[config.mk]
export PLATFORM = sky130hd
export DESIGN_NAME = ctr_drbg_temp_gen_flat
export DESIGN_NICKNAME = d
export VERILOG_FILES = /design/src/rtl/ctr_drbg_temp_gen_if.sv /design/src/rtl/ctr_drbg_temp_gen.sv /design/src/flat_wrapper.sv
export SDC_FILE = /design/constraint.sdc
export NUM_CORES = 2
export LEC_CHECK = 0
export ABC_CLOCK_PERIOD_IN_PS = 3300
export BUFFER_PORTS_ARGS = -buffer_cell sky130_fd_sc_hd__buf_4
export CAP_MARGIN = 20
export CORE_AREA = 4 4 655 657
export DETAILED_ROUTE_END_ITERATION = 12
export DIE_AREA = 0 0 659 661
export PLACE_DENSITY = 0.35
export SLEW_MARGIN = 20
export SYNTH_ARGS = -nofsm -noshare
export SYNTH_HDL_FRONTEND = slang
export SYNTH_SLANG_ARGS = --single-unit
[constraint.sdc]
create_clock -name clk -period 3.3 [get_ports clk]
set_input_delay 0.33 -clock clk [delete_from_list [all_inputs] [get_ports clk]]
set_output_delay 0.33 -clock clk [all_outputs]
set_load 0.02 [all_outputs]
[src/rtl/ctr_drbg_temp_gen_if.sv]
// ---------------------------------------------------------------------------
// ctr_drbg_temp_gen_if
// Bundles the command, result and external AES-core handshake signals of
// ctr_drbg_temp_gen.
//   slave  : the temp generator itself
//   master : the surrounding logic (command issuer + AES-256 core)
// Signals:
//   start, key_in[255:0], v_in[127:0], provided_data[383:0]  command
//   aes_req, aes_key[255:0], aes_block[127:0]                 AES request
//   aes_ack, aes_result[127:0]                                AES response
//   data_out[383:0], done, busy                               result/status
// ---------------------------------------------------------------------------
interface ctr_drbg_temp_gen_if;
   logic         start;
   logic [255:0] key_in;
   logic [127:0] v_in;
   logic [383:0] provided_data;
   logic         aes_req;
   logic [255:0] aes_key;
   logic [127:0] aes_block;
   logic         aes_ack;
   logic [127:0] aes_result;
   logic [383:0] data_out;
   logic         done;
   logic         busy;

   modport master (
      output start, key_in, v_in, provided_data, aes_ack, aes_result,
      input  aes_req, aes_key, aes_block, data_out, done, busy
   );

   modport slave (
      input  start, key_in, v_in, provided_data, aes_ack, aes_result,
      output aes_req, aes_key, aes_block, data_out, done, busy
   );
endinterface

[src/rtl/ctr_drbg_temp_gen.sv]
// ---------------------------------------------------------------------------
// ctr_drbg_temp_gen
// Computes temp = AES_K(V+1) || AES_K(V+2) || AES_K(V+3) XOR provided_data
// for the CTR_DRBG update stage, using a shared external AES-256 core via a
// level req / one-cycle ack handshake.
// Ports:
//   clk     rising-edge clock
//   rst_n   asynchronous active-low reset
//   io_bus  slave side of ctr_drbg_temp_gen_if (command, AES handshake,
//           data_out/done/busy)
// ---------------------------------------------------------------------------
module ctr_drbg_temp_gen (
   input logic                  clk,
   input logic                  rst_n,
   ctr_drbg_temp_gen_if.slave   io_bus
);

   typedef enum logic [1:0] {StIdle, StInc, StReq, StDone} state_e;

   state_e       r_state;
   logic [255:0] r_key;
   logic [127:0] r_v;
   logic [383:0] r_mask;
   logic [383:0] r_temp;
   logic [1:0]   r_blk_cnt;
   logic         r_req;
   logic [127:0] r_block;
   logic [383:0] r_data_out;
   logic         r_done;
   logic         r_busy;

   logic [127:0] w_v_next;
   logic [383:0] w_temp_final;

   assign w_v_next     = r_v + 128'd1;
   // The last slot is folded in straight from the ack cycle so data_out can
   // update on the same edge that enters DONE.
   assign w_temp_final = {r_temp[383:128], io_bus.aes_result};

   always_ff @(posedge clk or negedge rst_n) begin
      if (!rst_n) begin
         r_state    <= StIdle;
         r_key      <= '0;
         r_v        <= '0;
         r_mask     <= '0;
         r_temp     <= '0;
         r_blk_cnt  <= '0;
         r_req      <= 1'b0;
         r_block    <= '0;
         r_data_out <= '0;
         r_done     <= 1'b0;
         r_busy     <= 1'b0;
      end else begin
         r_done <= 1'b0;
         unique case (r_state)
            StIdle: begin
               if (io_bus.start) begin
                  r_key     <= io_bus.key_in;
                  r_v       <= io_bus.v_in;
                  r_mask    <= io_bus.provided_data;
                  r_blk_cnt <= 2'd0;
                  r_busy    <= 1'b1;
                  r_state   <= StInc;
               end
            end
            StInc: begin
               r_v     <= w_v_next;
               r_block <= w_v_next;
               r_req   <= 1'b1;
               r_state <= StReq;
            end
            StReq: begin
               if (io_bus.aes_ack) begin
                  r_req <= 1'b0;
                  case (r_blk_cnt)
                     2'd0:    r_temp[383:256] <= io_bus.aes_result;
                     2'd1:    r_temp[255:128] <= io_bus.aes_result;
                     default: r_temp[127:0]   <= io_bus.aes_result;
                  endcase
                  if (r_blk_cnt == 2'd2) begin
                     r_data_out <= w_temp_final ^ r_mask;
                     r_done     <= 1'b1;
                     r_state    <= StDone;
                  end else begin
                     r_blk_cnt <= r_blk_cnt + 2'd1;
                     r_state   <= StInc;
                  end
               end
            end
            StDone: begin
               r_busy  <= 1'b0;
               r_state <= StIdle;
            end
            default: r_state <= StIdle;
         endcase
      end
   end

   assign io_bus.aes_req   = r_req;
   assign io_bus.aes_key   = r_key;
   assign io_bus.aes_block = r_block;
   assign io_bus.data_out  = r_data_out;
   assign io_bus.done      = r_done;
   assign io_bus.busy      = r_busy;

endmodule
[src/flat_wrapper.sv]
// flat-port wrapper written by rule: the top's interface ports become plain ports
module ctr_drbg_temp_gen_flat 
  (clk, rst_n, io_bus_start, io_bus_key_in, io_bus_v_in, io_bus_provided_data, io_bus_aes_ack, io_bus_aes_result, io_bus_aes_req, io_bus_aes_key, io_bus_aes_block, io_bus_data_out, io_bus_done, io_bus_busy);
  ctr_drbg_temp_gen_if io_bus_i ();
  input logic clk;
  input logic rst_n;
  input wire logic [$bits(io_bus_i.start)-1:0] io_bus_start;
  input wire logic [$bits(io_bus_i.key_in)-1:0] io_bus_key_in;
  input wire logic [$bits(io_bus_i.v_in)-1:0] io_bus_v_in;
  input wire logic [$bits(io_bus_i.provided_data)-1:0] io_bus_provided_data;
  input wire logic [$bits(io_bus_i.aes_ack)-1:0] io_bus_aes_ack;
  input wire logic [$bits(io_bus_i.aes_result)-1:0] io_bus_aes_result;
  output wire logic [$bits(io_bus_i.aes_req)-1:0] io_bus_aes_req;
  output wire logic [$bits(io_bus_i.aes_key)-1:0] io_bus_aes_key;
  output wire logic [$bits(io_bus_i.aes_block)-1:0] io_bus_aes_block;
  output wire logic [$bits(io_bus_i.data_out)-1:0] io_bus_data_out;
  output wire logic [$bits(io_bus_i.done)-1:0] io_bus_done;
  output wire logic [$bits(io_bus_i.busy)-1:0] io_bus_busy;
  assign io_bus_i.start = io_bus_start;
  assign io_bus_i.key_in = io_bus_key_in;
  assign io_bus_i.v_in = io_bus_v_in;
  assign io_bus_i.provided_data = io_bus_provided_data;
  assign io_bus_i.aes_ack = io_bus_aes_ack;
  assign io_bus_i.aes_result = io_bus_aes_result;
  assign io_bus_aes_req = io_bus_i.aes_req;
  assign io_bus_aes_key = io_bus_i.aes_key;
  assign io_bus_aes_block = io_bus_i.aes_block;
  assign io_bus_data_out = io_bus_i.data_out;
  assign io_bus_done = io_bus_i.done;
  assign io_bus_busy = io_bus_i.busy;
  ctr_drbg_temp_gen u_core (.clk(clk), .rst_n(rst_n), .io_bus(io_bus_i));
endmodule
==> flow_summary.ini <==
[floorplanning]
core-area_um2 = 423000
dieArea_um2 = 436000
die_y_um = 661
fp.dieW_um = 659
placementRows = 239
ios = 1671
initial_utilization_pct = 15.3

[cells_and_area]
design_area_um2 = 102000
fillers = 45968
fin_util_pct = 24.0
nets = 10184
area.growth.synth_to_final_pct = 57.2
drive_gt1_share_pct = 27.3

[outcome]
outcome = finished, violations left
violations = negative hold slack

[routing]
drt_iter0_markers = 4047
firstDrtPassIters = 6
wl_um = 419000
drtAntennaViolNets = 0
wl_per_cell_um = 27.6
vias = 60207
vias_per_cell = 3.97
route.detailed.drc = 0

[setup_path]
timing.rr.end = u_core.io_bus.aes_block[83]
rr_startpoint = u_core.r_v[58]
reg2reg_depth = 8
required_ps = 4040
critPathArrivalTime_ps = 3990
worstSetupEndpointType = register
cp_max_fo = 7
startpoint_type = register
rrSetupSlack_ps = 50
criticalPathCategory = register to register

[placement]
io_buffers = 1670
gpl.final_weighted_congestion = 0.943
placed_area_um2 = 85500
hpwl_um = 334000

[synth]
synth_flop_cell = dfrtp_1
synth_edf_count = 0
syn_inst = 6612
async_reset_ff_share_pct = 100
netlist-cell-type-count = 68
seq_area_frac_synth_pct = 59.8
netlist_area_um2 = 64600
syn_nets = 7516
ys_warn_count = 0
postSynthAreaPerCell_um2 = 9.77
ys_seq_elements = 1543

[sta]
finalHoldWorstSlack_ps = -18.2
clock_skew_ps = 89.5
fin_crit_ps = 3250
relSlewSlack_pct = 25.0
period_share_pct = 98.5
setup_viol = 0
slew_violations = 0
tightestPinTransition_ps = 1120
max_freq_mhz = 308
grt_setup_unrepaired = no
finalHoldViolations = 1

[grt]
grt_pass1_wl_um = 562000
grt_overflow_total = 0
antenna_found_initial = 196
grt_max_degree = 169
first_global_vias = 62621
track_usage_pct = 18.5

[clock_tree]
tritoncts = yes
clk_latency_ps = 920
cts_root_buf = clkbuf_16
htree_levels = 4
clockBufferDepth = 4
cts.sinks = 1543
clk_pin_slew_worst_paths_ps = 60
cts_inserted_buffers = 207

[min_path]
holdCritPathClass = input pin to register
hold_depth = 3
hold_start = io_bus_provided_data[118]
hold_end = u_core.r_mask[118]

[pwr]
p_per_area_nw_per_um2 = 968
power_leakage_uw = 0.0473
peakVddDrop_uv = 586

[job]
maxCapViolCount = 0
==> stage by stage <==
step,worst slack (ps),setup TNS (ps),power [uW],instances
floorplan,717,0,53600,6612
global placement,-64.9,-126,74500,13834
detailed placement,-26.5,-51.3,74700,13835
CTS,57.4,0,100000,15108
global route,65.2,0,104000,15144
finish,48.9,0,98300,15161
==> state kept, by name, summed over array words and instances (netlist names) <==
| name | cells |
|---|---|
| u_core.r_v | 128 |
| u_core.io_bus.busy | 1 |
| u_core.r_temp | 256 |
| u_core.io_bus.done | 1 |
| u_core.r_blk_cnt | 2 |
| u_core.r_state | 2 |
| u_core.io_bus.data_out | 384 |
| u_core.io_bus.aes_block | 128 |
| u_core.io_bus.aes_key | 256 |
| u_core.r_mask | 384 |
| u_core.io_bus.aes_req | 1 |
==> cell families after synthesis <==
logic type | Yosys count | share of synthesized area [%]
AND/OR/NAND/NOR | 3100 | 19.7
multiplexers | 265 | 4.61
buffers and inverters | 422 | 2.59
adder cells (fa/ha/maj) | 4 | 0.0775
AO/OA/AOI/OAI | 775 | 6.47
flip-flops | 1543 | 59.8
XOR/XNOR | 503 | 6.82
==> cell usage after synthesis, types with 3 or more instances <==
master,number,share of area [%]
o22ai_1,63,0.61
and3_1,31,0.30
mux2_2,260,4.5
o21ai_0,154,1.2
buf_4,3,0.035
nand3_1,82,0.64
inv_1,31,0.18
clkbuf_2,5,0.039
nand4_1,110,1.1
nand2_1,2141,12
a211oi_1,4,0.046
xnor2_1,472,6.4
or4_1,7,0.081
xor2_1,31,0.42
and2_1,10,0.097
mux2i_1,5,0.077
a31oi_1,14,0.14
ha_1,4,0.077
a311oi_1,13,0.18
a21oi_1,488,3.8
buf_1,18,0.10
o221a_2,8,0.14
a21o_1,4,0.046
or2_2,8,0.077
nor4_1,78,0.76
o21a_1,8,0.093
nand4b_1,5,0.068
nor2_1,516,3.0
nor3_1,59,0.46
clkbuf_8,6,0.13
and4_1,17,0.23
dfrtp_1,1543,60
or3_1,12,0.12
clkbuf_1,356,2.1
nor3b_1,4,0.046
==> layout make-up <==
cell class	count	area (um2)	area share [%]
Antenna cell	53	133	0.131
Clock buffer	293	5930	5.84
Clock inverter	81	978	0.963
Inverter	31	116	0.115
Multi-Input combinational cell	4647	24400	24.0
Sequential cell	1543	38600	38.0
Tap cell	5663	7090	6.98
Timing Repair Buffer	2850	24300	24.0
==> power breakdown <==
part           switching (uW)  internal (uW)
clock network            9560          13800
registers                7740          27500
logic                   24100          15600
==> worst max-delay path by stage <==
stage                   start                     endpoint  slack, ps
6_report       u_core.r_v[58]  u_core.io_bus.aes_block[83]         50
5_1_grt        u_core.r_v[66]               u_core.r_v[83]         70
4_1_cts        u_core.r_v[42]               u_core.r_v[84]         60
3_5_place_dp    u_core.r_v[3]               u_core.r_v[99]        -30
3_3_place_gp    u_core.r_v[3]  u_core.io_bus.aes_block[99]        -60
2_1_floorplan  u_core.r_v[11]               u_core.r_v[84]        720
==> timing repair <==
| action | in CTS | in global routing |
|---|---|---|
| pin swaps | 0 | 0 |
| hold buffers | 899 | 0 |
| gates resized for setup | 1 | 2 |
| gates cloned | 0 | 0 |
| endpoints found under the hold margin | 1356 | 0 |
| buffers inserted | 0 | 0 |
| setup endpoints to repair | 2 | 3 |
==> cell usage in the layout, fill, tap and decap left out, types with 10 or more instances in the layout <==
master	netlist	routed
nor3_1	59	59
bufinv_16	0	16
and3_1	31	30
and2_1	10	10
and4_1	17	17
nor4_1	78	74
clkinvlp_4	0	11
xnor2_1	472	472
diode_2	0	53
buf_12	0	53
nor2_1	516	514
or3_1	12	12
nand3_1	82	82
dlygate4sd3_1	0	899
nand4_1	110	110
o22ai_1	63	63
dfrtp_1	1543	1543
clkbuf_8	6	43
clkinv_2	0	35
o21ai_0	154	154
xor2_1	31	31
inv_1	31	31
a311oi_1	13	13
a31oi_1	14	14
nand2_1	2141	2138
buf_4	3	1897
a21oi_1	488	488
clkbuf_1	356	43
clkbuf_16	0	207
mux2_2	260	260
==> critical path, cell delays in order (launching register included) <==
cell and delay, ps:
dfrtp_1 640, buf_4 240, nand4_1 230, nor2_1 380
nand4_1 170, buf_4 170, nor4_1 890, xnor2_1 240
o21ai_0 100
==> routing by layer <==
| metal | part of all wire [%] | up-vias | track usage [%] |
|---|---|---|---|
| li1 | - | 27133 | - |
| met1 | 40 | 30327 | 21.9 |
| met2 | 51 | 2007 | 33.4 |
| met3 | 5.6 | 694 | 3.80 |
| met4 | 3.9 | 46 | 6.11 |
| met5 | 0.072 | - | 0 |
(Power assumes the default switching activity.)
